`config.mk`:
```
export PLATFORM = sky130hd
export DESIGN_NAME = mips_fetch_buffer
export DESIGN_NICKNAME = d
export VERILOG_FILES = /design/src/rtl/mips_fetch_buffer.sv
export SDC_FILE = /design/constraint.sdc
export NUM_CORES = 1
export LEC_CHECK = 0
export CAP_MARGIN = 25
export CORE_AREA = 2 2 222 115
export DETAILED_ROUTE_END_ITERATION = 10
export DIE_AREA = 0 0 224 117
export PLACE_DENSITY = 0.59
export SLEW_MARGIN = 5
export SYNTH_ARGS = -nofsm -noshare
export SYNTH_HDL_FRONTEND = slang
export SYNTH_SLANG_ARGS = --single-unit
```
`constraint.sdc`:
```
create_clock -name clk -period 4 [get_ports clk]
set_input_delay 1.2 -clock clk [delete_from_list [all_inputs] [get_ports clk]]
set_output_delay 1.2 -clock clk [all_outputs]
set_load 0.05 [all_outputs]
```
`src/rtl/mips_fetch_buffer.sv`:
```
// Instruction prefetch buffer: fetches sequential 16-bit words from
// instruction memory into a small FIFO. It handles core redirects by
// flushing the FIFO. A response that is still in flight when a redirect
// arrives is drained and then dropped.
module mips_fetch_buffer #(
    parameter int PC_WIDTH   = 16,
    parameter int DATA_WIDTH = 16,
    parameter int DEPTH      = 4
) (
    input  logic                        clk,
    input  logic                        rst,
    output logic                        mem_req,
    output logic [PC_WIDTH-1:0]         mem_addr,
    input  logic                        mem_ack,
    input  logic [DATA_WIDTH-1:0]       mem_rdata,
    output logic                        instr_valid,
    output logic [DATA_WIDTH-1:0]       instr_out,
    output logic [PC_WIDTH-1:0]         instr_pc,
    input  logic                        instr_ready,
    input  logic                        redirect,
    input  logic [PC_WIDTH-1:0]         redirect_pc,
    output logic [$clog2(DEPTH+1)-1:0]  buf_count
);

    localparam int CW = $clog2(DEPTH + 1);
    localparam int AW = $clog2(DEPTH);

    typedef enum logic [1:0] {
        ST_IDLE    = 2'd0,
        ST_FETCH   = 2'd1,
        ST_DISCARD = 2'd2
    } state_t;

    state_t                 state_q, state_d;
    logic [PC_WIDTH-1:0]    fetch_pc_q, fetch_pc_d;
    // Address of the request still in flight while its response is discarded.
    logic [PC_WIDTH-1:0]    hold_pc_q, hold_pc_d;
    logic [CW-1:0]          count_q, count_d;
    logic [AW-1:0]          wr_ptr_q, rd_ptr_q;
    logic                   mem_req_q;
    logic [PC_WIDTH-1:0]    mem_addr_q;
    logic [PC_WIDTH-1:0]    pc_mem_q  [DEPTH];
    logic [DATA_WIDTH-1:0]  dat_mem_q [DEPTH];

    logic                   push_s;
    logic                   pop_s;
    logic [PC_WIDTH-1:0]    redirect_al_s;

    assign redirect_al_s = {redirect_pc[PC_WIDTH-1:1], 1'b0};
    assign instr_valid   = (count_q != '0) && !redirect;
    assign pop_s         = instr_valid && instr_ready;
    assign push_s        = (state_q == ST_FETCH) && mem_ack && !redirect;
    assign instr_out     = dat_mem_q[rd_ptr_q];
    assign instr_pc      = pc_mem_q[rd_ptr_q];
    assign buf_count     = count_q;
    assign mem_req       = mem_req_q;
    assign mem_addr      = mem_addr_q;

    // Occupancy after this cycle's flush, push and pop.
    always_comb begin
        count_d = count_q;
        if (redirect) begin
            count_d = '0;
        end else begin
            case ({push_s, pop_s})
                2'b10:   count_d = count_q + CW'(1);
                2'b01:   count_d = count_q - CW'(1);
                default: count_d = count_q;
            endcase
        end
    end

    // Fetch FSM next state and next fetch address.
    always_comb begin
        state_d    = state_q;
        fetch_pc_d = fetch_pc_q;
        hold_pc_d  = hold_pc_q;
        case (state_q)
            ST_IDLE: begin
                if (redirect) begin
                    fetch_pc_d = redirect_al_s;
                    state_d    = ST_FETCH;
                end else if (count_d < CW'(DEPTH)) begin
                    state_d = ST_FETCH;
                end else begin
                    state_d = ST_IDLE;
                end
            end
            ST_FETCH: begin
                if (redirect) begin
                    fetch_pc_d = redirect_al_s;
                    if (mem_ack) begin
                        state_d = ST_FETCH;
                    end else begin
                        // Keep presenting the old address until it is acked.
                        hold_pc_d = fetch_pc_q;
                        state_d   = ST_DISCARD;
                    end
                end else if (mem_ack) begin
                    fetch_pc_d = fetch_pc_q + PC_WIDTH'(2);
                    state_d    = (count_d < CW'(DEPTH)) ? ST_FETCH : ST_IDLE;
                end else begin
                    state_d = ST_FETCH;
                end
            end
            ST_DISCARD: begin
                if (redirect) begin
                    fetch_pc_d = redirect_al_s;
                end else begin
                    fetch_pc_d = fetch_pc_q;
                end
                // The in-flight response retires the discard regardless of redirect.
                if (mem_ack) begin
                    state_d = ST_FETCH;
                end else begin
                    state_d = ST_DISCARD;
                end
            end
            default: begin
                state_d = ST_IDLE;
            end
        endcase
    end

    // Control registers: FSM state, PCs, FIFO pointers, occupancy and registered memory outputs.
    always_ff @(posedge clk) begin
        if (rst) begin
            state_q    <= ST_IDLE;
            fetch_pc_q <= '0;
            hold_pc_q  <= '0;
            count_q    <= '0;
            wr_ptr_q   <= '0;
            rd_ptr_q   <= '0;
            mem_req_q  <= 1'b0;
            mem_addr_q <= '0;
        end else begin
            state_q    <= state_d;
            fetch_pc_q <= fetch_pc_d;
            hold_pc_q  <= hold_pc_d;
            count_q    <= count_d;
            mem_req_q  <= (state_d != ST_IDLE);
            mem_addr_q <= (state_d == ST_DISCARD) ? hold_pc_d : fetch_pc_d;
            if (redirect) begin
                wr_ptr_q <= '0;
                rd_ptr_q <= '0;
            end else begin
                if (push_s) begin
                    wr_ptr_q <= wr_ptr_q + AW'(1);
                end else begin
                    wr_ptr_q <= wr_ptr_q;
                end
                if (pop_s) begin
                    rd_ptr_q <= rd_ptr_q + AW'(1);
                end else begin
                    rd_ptr_q <= rd_ptr_q;
                end
            end
        end
    end

    // FIFO storage: each entry holds a fetched word and its byte address.
    always_ff @(posedge clk) begin
        if (rst) begin
            for (int i = 0; i < DEPTH; i++) begin
                pc_mem_q[i]  <= '0;
                dat_mem_q[i] <= '0;
            end
        end else if (push_s) begin
            pc_mem_q[wr_ptr_q]  <= fetch_pc_q;
            dat_mem_q[wr_ptr_q] <= mem_rdata;
        end else begin
            pc_mem_q[wr_ptr_q]  <= pc_mem_q[wr_ptr_q];
            dat_mem_q[wr_ptr_q] <= dat_mem_q[wr_ptr_q];
        end
    end

endmodule

```
==> metrics.md, run 1 <==
| Metric | Value |
|---|---|
| Register area | `~0.0050 mm^2` |
| Cells after Synth | `between 600 and 700` |
| Commonest cells in the synthesized netlist | `128 x edfxtp_1, 75 x nor2_1, 68 x and2_1, 60 x dfxtp_1` |
| Fin Hold WS | `between 0.4 and 0.5 ns` |
| Slowest-stage cell, CP | `clkdlybuf4s50_1` |
| Setup tns final | `0 ns` |
| Top_reg_cell synth | `edfxtp_1` |
| Die area | `0.0262 mm^2` |
| Remaining Overflow, GRT | `0` |
| Post-Place Cell Area | `~0.0095 mm^2` |
| Routed Antenna Nets | `0` |
| Top-count cell post-synth | `edfxtp_1` |
| Final WL | `~21000 um` |
| Rel. slew slack | `around 44%` |
| Max Fclk | `between 200 and 300 MHz` |
| Mapped Nets | `approximately 700` |
| Residual DRC | `0` |
| Critical Path Sink Type | `output pin` |
| Routed len/inst | `between 15 and 20 um` |
| Final setup viols | `0` |
| Hold Crit Class | `flop to flop` |
| Layout area overhead | `21.1%` |
| Clock Latency Late Sink | `around 0.43 ns` |
| Power, Total | `approximately 0.0043 W` |
| Drt first pass iters | `5` |
| Top-area cell type share of the netlist area | `between 40 and 50%` |
| Clock transition at path regs | `roughly 0.070 ns` |
| CP bufs+invs | `3` |
| Clock sinks | `approximately 190` |
| Fin. Hold Viols | `0` |
| Library cells used by synthesis | `between 70 and 80` |
| Hold_buf cts | `0` |
| CTS tree | `done` |
| CTS buffer count | `17` |
| Critical path arrival | `2.47 ns` |
| Vias | `roughly 5.4k` |
| I/O pin cnt | `90` |
| Mapped Area | `between 0.008 and 0.009 mm^2` |
| Sequential area share after synthesis | `between 60% and 70%` |
| Crit path kind | `input pin to output pin` |
| Final Max Slew Viols | `0` |
| Layout cells sized above 1 | `approximately a fifth` |
| DPL Wire Length | `13600 um` |
| Root Buffer | `clkbuf_16` |
| Max Clock Skew | `between 0.01 and 0.015 ns` |
| Multiplexer area fraction after synthesis | `between 10% and 20%` |
| Fill cell total of the finished layout | `about 2.3k` |
| Clock tree buffer depth | `2` |
| Total GRT Usage | `between 10% and 20%` |
| Vias/cell | `5.05` |
| Final net count | `approximately 770` |
| Main combinational cell family by area after synthesis | `simple AND/OR/NAND/NOR gates` |
| Worst Path Max Fanout | `22` |
| Status | `completed` |
| Finished Cell Area | `between 0.01 and 0.015 mm^2` |
| First-pass GRT wire length | `around 32000 um` |
| CP peak stage delay | `0.51 ns` |
| Number of flops mapped to enable cells by yosys | `128` |
| Post-synthesis simple-gate area fraction | `about 17%` |
| P_leak | `3.85 nW` |
| Initial DRC count | `approximately 590` |
| Initial antenna violation count | `0` |
| Largest net degree at the start of global routing | `43` |
| Yosys warning count | `0` |
| Die width | `224 um` |
| Pwr dens | `425 mW/mm^2` |
| Top cell type by total area after synthesis | `edfxtp_1` |
| # H-tree levels | `4` |
| Multi-input gate area | `between 0.003 and 0.004 mm^2` |
| Adder-cell share of the synthesized area | `less than 1%` |
| Peak VDD IR | `0.314 mV` |
| Gpl congestion | `between 0.7 and 0.8` |
| Min Clock Period, post-route | `3.67 ns` |
| Crit path required time | `roughly 2.8 ns` |
| Die H | `~120 um` |
| Worst slew pin tran | `0.834 ns` |
| Post-synth ARST share | `0%` |
| Worst-path cell chain | `clkdlybuf4s50_1, buf_4, nor2_1, buf_12` |
| Vias in the first global route | `about 5.3k` |
| Compound-Gate Fraction of Synth Area | `roughly 6.3%` |
| Synth Area in XOR/XNOR | `approximately 1.2%` |
| PostCTS Resize Cnt | `0` |
| Initial Util | `between 30% and 40%` |
| Placeable Area | `around 0.024 mm^2` |
| Crit path max-delay family | `buffers and inverters` |
| Syn_area_per_cell | `approximately 13 um^2` |
| Max Cap Viol | `0` |
| Largest cells by area after synthesis | `edfxtp_1 46%, dfxtp_1 14%, mux4_2 8.6%` |
| Register bit count reported by yosys | `approximately 190` |
| Post-CTS Setup Inserts | `0` |
| Number of port buffers | `between 80 and 90` |
| RSZ-0062 raised after global routing | `no` |
| Startpoint types | `input pin` |
| Tcrit/Tclk final | `91.6%` |
| Row Count | `41` |
[per-stage QoR]
| stage | worst slack (ns) | cells | utilization (%) |
|---|---|---|---|
| 3_5_place_dp | 0.167 | 1036 | 38.9 |
| 4_1_cts | 0.306 | 1068 | 41.3 |
| 6_report | 0.334 | 1070 | 41.3 |
| 2_1_floorplan | 0.129 | 657 | - |
| 3_3_place_gp | 0.189 | 1036 | 38.9 |
| 5_1_grt | 0.265 | 1069 | 41.3 |
[worst reg2reg max path: stages (launching register included)]
cell	delay (ns)
dfxtp_1	0.52
nand3b_1	0.34
nor2_1	0.16
inv_1	0.13
ha_1	0.26
fa_1	0.39
xnor2_1	0.14
nor2_1	0.06
xnor2_1	0.18
o211a_1	0.26
or2_2	0.26
[flip-flops by register name, indices dropped and copies added (netlist names), named ones only]
| register | cells |
|---|---|
| pc_mem_q | 64 |
| mem_req | 1 |
| wr_ptr_q | 2 |
| buf_count | 3 |
| hold_pc_q | 16 |
| fetch_pc_q | 16 |
| dat_mem_q | 64 |
| state_q | 2 |
| mem_addr | 16 |
| rd_ptr_q | 2 |
[per-layer routing]
layer  vias to the layer above  global-route usage, %  part of all wire (%)
met1                      2680                   25.9                    52
li1                       2568                      -                     -
met5                         -                      0                     0
met4                         0                   3.29                  0.47
met3                         8                   4.54                   6.1
met2                       148                   23.0                    41
[cells in the final DEF, fill, tap and decap left out, drive strengths merged, types with 6 or more instances in the layout]
cell             n
edfxtp         128
nor2            75
and2            69
dfxtp           60
buf             56
clkdlybuf4s50   54
mux4            32
nand2           32
and3            27
inv             23
clkbuf          17
nor3            16
mux2i           14
a21oi           13
o21ai           11
nand4           10
o22ai            7
nand2b           6
xnor2            6
[cells by family (layout without fill, tap and decap cells)]
group	after synthesis	in the layout
other	0	1
and+or+nand+nor	262	262
AOI/OAI and AO/OA	73	73
buffers and inverters	70	160
DFF	188	188
muxes	50	50
adders and majority gates	3	3
xor gates and xnor gates	11	11
[path summary, 6_finish.rpt]
check,from,to,slack (ns),cells past startpoint
worst max register to register,state_q[1],mem_req,1.18,10
worst max-delay path,redirect,instr_valid,0.33,4
worst min register to register,hold_pc_q[14],hold_pc_q[14],0.46,2
worst min-delay path,hold_pc_q[14],hold_pc_q[14],0.46,2
[where the power goes]
group	switching, W	internal (W)
Combinational	0.000280	0.000164
Clock	0.000778	0.000869
Sequential	0.0000554	0.00215
Total	0.00111	0.00318
[area by class of cell]
cell class / count / area share [%]
clock buffers: 17 / 4.21
repair buffers: 110 / 10.1
inverters: 18 / 0.669
diodes: 1 / 0.0248
clock inverters: 15 / 1.37
flip-flops and latches: 188 / 49.9
multi-input cells: 399 / 29.7
well taps: 322 / 3.99
(Power assumes the default switching activity.)
==> inputs of run 2 (changes only) <==
Settings changed: CORE_AREA 2 2 222 115 to 2 2 186 97, DIE_AREA 0 0 224 117 to 0 0 188 99, PLACE_DENSITY 0.59 to 0.78.
==> run 2 against run 1 <==
  * Combinational power is essentially flat
  * Critical endpoint unchanged
  * Final area shrank 0.50%
  * Clock skew grew 0.00094 ns
  * First-iteration DRC count shrank 0.85%
  * Utilization grew 18 points
  * Critical path type unchanged
  * Power grew 1.7%
==> metrics.md, run 2 (same netlist as run 1, synthesis figures left out) <==
| Metric | Value |
|---|---|
| GR Layer Usage met3 | `5.56% (was 4.54%)` |
| Global-route met1 utilization | `32.7% (was 25.9%)` |
| Power, Total | `0.00437 W (was 0.00430 W)` |
| Clock Latency Late Sink | `0.43 ns (about the same)` |
| Worst slew pin tran | `0.649 ns (was 0.834 ns)` |
| Die width | `188 um (was 224 um)` |
| CP peak stage delay | `0.55 ns (was 0.51 ns)` |
| Post-CTS Setup Inserts | `0 (unchanged)` |
| Final net count | `776 (was 774)` |
| Max Clock Skew | `0.0124 ns (was 0.0115 ns)` |
| Die H | `99 um (was 117 um)` |
| Fill cell total of the finished layout | `1358 (was 2253)` |
| Hold Crit Depth | `2 (unchanged)` |
| Routed Antenna Nets | `0 (unchanged)` |
| Crit path required time | `2.80 ns (about the same)` |
| Rel. slew slack | `56.7% (was 44.2%)` |
| Max Fclk | `280 MHz (was 273 MHz)` |
| Clock tree buffer depth | `2 (unchanged)` |
| Status | `completed (unchanged)` |
| Total GRT Usage | `22.1% (was 16.6%)` |
| DPL Wire Length | `13100 um (was 13600 um)` |
| Critical Path Sink Type | `output pin (unchanged)` |
| PostCTS Resize Cnt | `0 (unchanged)` |
| Crit path kind | `input pin to output pin (unchanged)` |
| Clock transition at path regs | `0.07 ns (about the same)` |
| Most frequent cells in the layout | `128 x edfxtp_1, 75 x nor2_1, 68 x and2_1 (unchanged)` |
| Final core occ | `59.2% (was 41.3%)` |
| Most Crowded Layer GR | `met1 (unchanged)` |
| Peak VDD IR | `0.306 mV (was 0.314 mV)` |
| Hold Crit Class | `flop to flop (unchanged)` |
| Max Cap Viol | `0 (unchanged)` |
| HP Start | `hold_pc_q[0] (was hold_pc_q[14])` |
| Final WL | `19800 um (was 20800 um)` |
| First-pass GRT wire length | `31000 um (was 32300 um)` |
| Largest registers | `dat_mem_q (64), pc_mem_q (64) (unchanged)` |
| Critical path arrival | `2.37 ns (was 2.47 ns)` |
| Startpoint types | `input pin (unchanged)` |
| P_leak | `3.88 nW (was 3.85 nW)` |
| Post-Place Cell Area | `0.00945 mm^2 (was 0.00953 mm^2)` |
| Tcrit/Tclk final | `89.2% (was 91.6%)` |
| Number of port buffers | `88 (unchanged)` |
| Root Buffer | `clkbuf_16 (unchanged)` |
| Worst hold path endpoint | `hold_pc_q[0] (was hold_pc_q[14])` |
| Row Count | `34 (was 41)` |
| Worst-path cell chain | `clkdlybuf4s50_1, buf_4, nor2_1, buf_12 (unchanged)` |
| Clock sinks | `188 (unchanged)` |
| Layout cells sized above 1 | `18.6% (about the same)` |
| Vias in the first global route | `5592 (was 5317)` |
| Routed len/inst | `20.1 um (was 19.5 um)` |
| Final setup viols | `0 (unchanged)` |
| Vias/cell | `5.79 (was 5.05)` |
| Placeable Area | `0.0170 mm^2 (was 0.0245 mm^2)` |
| Drt first pass iters | `5 (unchanged)` |
| Vias | `5701 (was 5404)` |
| Initial Util | `49.2% (was 34.1%)` |
| Initial antenna violation count | `1 (was 0)` |
| Remaining Overflow, GRT | `0 (unchanged)` |
| # H-tree levels | `4 (unchanged)` |
| Worst Path Max Fanout | `7 (was 22)` |
| Reg2reg start | `state_q[1] (unchanged)` |
| Most common library cell in the layout ignoring fill and taps | `edfxtp_1 (unchanged)` |
| Min Clock Period, post-route | `3.57 ns (was 3.67 ns)` |
| Die area | `0.0186 mm^2 (was 0.0262 mm^2)` |
| R2R depth | `10 (unchanged)` |
| Register area | `0.00505 mm^2 (unchanged)` |
| Setup tns final | `0 ns (unchanged)` |
| Reg2reg end | `mem_req (unchanged)` |
| Final Max Slew Viols | `0 (unchanged)` |
| Residual DRC | `0 (unchanged)` |
| Hold_buf cts | `0 (unchanged)` |
| Gpl congestion | `0.878 (was 0.793)` |
| CTS buffer count | `17 (unchanged)` |
| I/O pin cnt | `90 (unchanged)` |
| Fin. Hold Viols | `0 (unchanged)` |
| Slowest-stage cell, CP | `clkdlybuf4s50_1 (unchanged)` |
| Reg2Reg Setup Slack | `1.25 ns (was 1.18 ns)` |
| Initial DRC count | `580 (was 585)` |
| Layout area overhead | `20.5% (was 21.1%)` |
| Finished Cell Area | `0.0101 mm^2 (about the same)` |
| Multi-input gate area | `0.00300 mm^2 (unchanged)` |
| Pwr dens | `435 mW/mm^2 (was 425 mW/mm^2)` |
| Largest net degree at the start of global routing | `52 (was 43)` |
| RSZ-0062 raised after global routing | `no (unchanged)` |
| Fin Hold WS | `0.461 ns (was 0.457 ns)` |
| CTS tree | `done (unchanged)` |
| GR met2 Demand/Resource | `32.4% (was 23.0%)` |
run 2: cell count changes in the layout (fill, tap and decap cells not counted), moves of 2 or more:
cell / before / now
clkinv_2: 3 / 0
buf_4: 50 / 52
inv_8: 1 / 4
clkinvlp_4: 4 / 1
clkinv_8: 0 / 3
run 2: through the flow:
step | worst slack, ns | cells
floorplan | 0.129 | 657
global placement | 0.213 | 951
detailed placement | 0.195 | 951
CTS | 0.460 | 983
global route | 0.432 | 983
finish | 0.430 | 984
run 2: layout make-up:
cell class | instances | area share [%]
diodes | 1 | 0.0249
flip-flops and latches | 188 | 50.2
clock inverters | 14 | 1.74
clock buffers | 18 | 4.27
multi-input cells | 399 | 29.8
repair buffers | 112 | 10.4
inverters | 18 | 0.672
well taps | 234 | 2.91
run 2: worst max path at each step:
stage / start / end / slack [ns]
global route: redirect / instr_valid / 0.43
floorplan: redirect / dat_mem_q[1][0] / 0.13
global placement: mem_ack / mem_req / 0.21
finish: redirect / instr_valid / 0.43
CTS: redirect / instr_valid / 0.46
detailed placement: mem_ack / mem_req / 0.19
run 2: critical path, delay by kind of cell:
| kind | cells | cell delay [ns] |
|---|---|---|
| buffers and inverters | 3 | 0.96 |
| and+or+nand+nor | 1 | 0.21 |
run 2: report_power, final:
part / internal (W) / switching [W] / leakage [nW]
Sequential: 0.00215 / 0.0000583 / 1.81
Combinational: 0.000167 / 0.000276 / 1.77
Clock: 0.000901 / 0.000818 / 0.292
Total: 0.00322 / 0.00115 / 3.88
run 2: per-layer routing:
metal / vias up / part of all wire [%]
li1: 2563 / -
met1: 2832 / 46
met2: 282 / 43
met3: 24 / 9.3
met4: 0 / 1.2
met5: - / 0
==> inputs of run 3 (changes only) <==
Settings changed: PLACE_DENSITY 0.78 to 0.84.
==> run 3 against run 2 <==
  * Via count down 0.16%
  * Critical path type unchanged
  * Largest power group unchanged
  * Sequential share of layout area up 0.26 points
  * Register-to-register slack worse by 0.13 ns
  * Utilization down 0.30 points
  * Fmax down 1.6%
==> metrics.md, run 3 (same netlist as run 1, synthesis figures left out) <==
| Metric | Value |
|---|---|
| Min Clock Period, post-route | `3.63 ns (was 3.57 ns)` |
| Vias | `5692 (was 5701)` |
| P_leak | `3.85 nW (was 3.88 nW)` |
| Placeable Area | `0.0170 mm^2 (unchanged)` |
| Root Buffer | `clkbuf_16 (unchanged)` |
| Most common library cell in the layout ignoring fill and taps | `edfxtp_1 (unchanged)` |
| Layout area overhead | `19.9% (was 20.5%)` |
| DPL Wire Length | `13200 um (was 13100 um)` |
| Power Internal | `0.00313 W (was 0.00322 W)` |
| Worst slew pin tran | `0.854 ns (was 0.649 ns)` |
| Final WL | `19600 um (was 19800 um)` |
| Die width | `188 um (unchanged)` |
| Initial antenna violation count | `0 (was 1)` |
| Crit path kind | `input pin to output pin (unchanged)` |
| CTS tree | `done (unchanged)` |
| Clock tree buffer depth | `2 (unchanged)` |
| Remaining Overflow, GRT | `0 (unchanged)` |
| Clock network fraction of design power | `37.2% (was 39.3%)` |
| Hold Crit Class | `flop to flop (unchanged)` |
| Status | `completed (unchanged)` |
| Vias in the first global route | `5536 (was 5592)` |
| Final setup viols | `0 (unchanged)` |
| Worst Path Max Fanout | `29 (was 7)` |
| Final core occ | `58.9% (was 59.2%)` |
| RSZ-0062 raised after global routing | `no (unchanged)` |
| # H-tree levels | `4 (unchanged)` |
| Critical path arrival | `2.43 ns (was 2.37 ns)` |
| Initial Util | `49.2% (unchanged)` |
| Layout cells sized above 1 | `17.6% (was 18.6%)` |
| Clock transition at path regs | `0.07 ns (about the same)` |
| Critical Path Sink Type | `output pin (unchanged)` |
| I/O pin cnt | `90 (unchanged)` |
| Setup tns final | `0 ns (unchanged)` |
| Die H | `99 um (unchanged)` |
| Diode count | `0 (was 1)` |
| Largest net degree at the start of global routing | `35 (was 52)` |
| Crit path required time | `2.80 ns (about the same)` |
| Startpoint types | `input pin (unchanged)` |
| Max Cap Viol | `0 (unchanged)` |
| Number of port buffers | `88 (unchanged)` |
| Hold_buf cts | `0 (unchanged)` |
| Net Sw Power | `0.00109 W (was 0.00115 W)` |
| Routed Antenna Nets | `0 (unchanged)` |
| Rel. slew slack | `43.0% (was 56.7%)` |
| Max Fclk | `276 MHz (was 280 MHz)` |
| Clock sinks | `188 (unchanged)` |
| PostCTS Resize Cnt | `0 (unchanged)` |
| Residual DRC | `0 (unchanged)` |
| Logic pwr share | `10.5% (was 10.1%)` |
| Routed len/inst | `19.9 um (was 20.1 um)` |
| Vias/cell | `5.79 (about the same)` |
| Clock Latency Late Sink | `0.43 ns (about the same)` |
| Peak VDD IR | `0.244 mV (was 0.306 mV)` |
| Die area | `0.0186 mm^2 (unchanged)` |
| Pwr dens | `422 mW/mm^2 (was 435 mW/mm^2)` |
| Fill cell total of the finished layout | `1262 (was 1358)` |
| Drt first pass iters | `6 (was 5)` |
| First-pass GRT wire length | `30900 um (was 31000 um)` |
| Largest registers | `dat_mem_q (64), pc_mem_q (64) (unchanged)` |
| Fin. Hold Viols | `0 (unchanged)` |
| Total GRT Usage | `21.8% (was 22.1%)` |
| Final net count | `776 (unchanged)` |
| CTS buffer count | `17 (unchanged)` |
| Most frequent cells in the layout | `128 x edfxtp_1, 75 x nor2_1, 68 x and2_1 (unchanged)` |
| Gpl congestion | `0.894 (was 0.878)` |
| Max Clock Skew | `0.0113 ns (was 0.0124 ns)` |
| Initial DRC count | `688 (was 580)` |
| Final Max Slew Viols | `0 (unchanged)` |
| Switching Fraction | `25.8% (was 26.4%)` |
| Row Count | `34 (unchanged)` |
| Post-CTS Setup Inserts | `0 (unchanged)` |
| Seq pwr share | `52.3% (was 50.5%)` |
| Tcrit/Tclk final | `90.7% (was 89.2%)` |
| Fin Hold WS | `0.470 ns (was 0.461 ns)` |
run 3: cell types whose count changed in the layout (fill, tap and decap cells not counted):
cell	previous run	this run
clkinv_4	1	5
inv_6	4	3
bufinv_16	1	0
inv_8	4	2
clkinv_8	3	0
clkinv_2	0	2
diode_2	1	0
buf_4	52	45
buf_2	0	1
clkdlybuf4s50_1	55	61
clkinv_1	0	1
run 3: metrics by stage:
step | instance area (um^2) | power, W | setup slack [ns] | std cells
after global placement | 9460 | 0.00268 | 0.218 | 951
final | 10000 | 0.00422 | 0.372 | 983
after floorplan | 8350 | 0.00251 | 0.129 | 657
after detailed placement | 9460 | 0.00269 | 0.152 | 951
after CTS | 10000 | 0.00423 | 0.357 | 983
after global routing | 10000 | 0.00435 | 0.298 | 983
run 3: final timing paths:
kind | start | to | slack, ns | depth (start not counted)
hold reg to reg | hold_pc_q[0] | hold_pc_q[0] | 0.47 | 2
setup / recovery | redirect | instr_valid | 0.37 | 5
hold / removal | hold_pc_q[0] | hold_pc_q[0] | 0.47 | 2
setup reg to reg | state_q[1] | mem_req | 1.12 | 10
run 3: area by class of cell:
type	count	area, um^2	area share, %
flip-flops and latches	188	5050	50.4
clock buffers	18	429	4.29
multi-input cells	399	3000	30.0
clock inverters	14	114	1.14
repair buffers	112	1050	10.5
well taps	234	293	2.93
inverters	18	67.6	0.675
run 3: routing by layer:
layer | track usage, % | vias to the layer above | part of all wire, %
li1 | - | 2564 | -
met5 | 0 | - | 0
met4 | 5.45 | 0 | 1.1
met2 | 30.6 | 311 | 42
met3 | 5.41 | 24 | 10
met1 | 33.7 | 2793 | 46
run 3: power groups by stage:
stage                     Clock (W)  Combinational (W)  Sequential [W]
after detailed placement          0           0.000440         0.00225
final                       0.00157           0.000443         0.00221
after global placement            0           0.000436         0.00225
after global routing        0.00166           0.000469         0.00222
after floorplan                   0           0.000248         0.00227
after CTS                   0.00158           0.000442         0.00221
run 3: worst max-delay path: stages:
cell	delay, ns
clkdlybuf4s50_1	0.45
buf_4	0.18
buf_12	0.16
nor2_1	0.25
buf_12	0.18
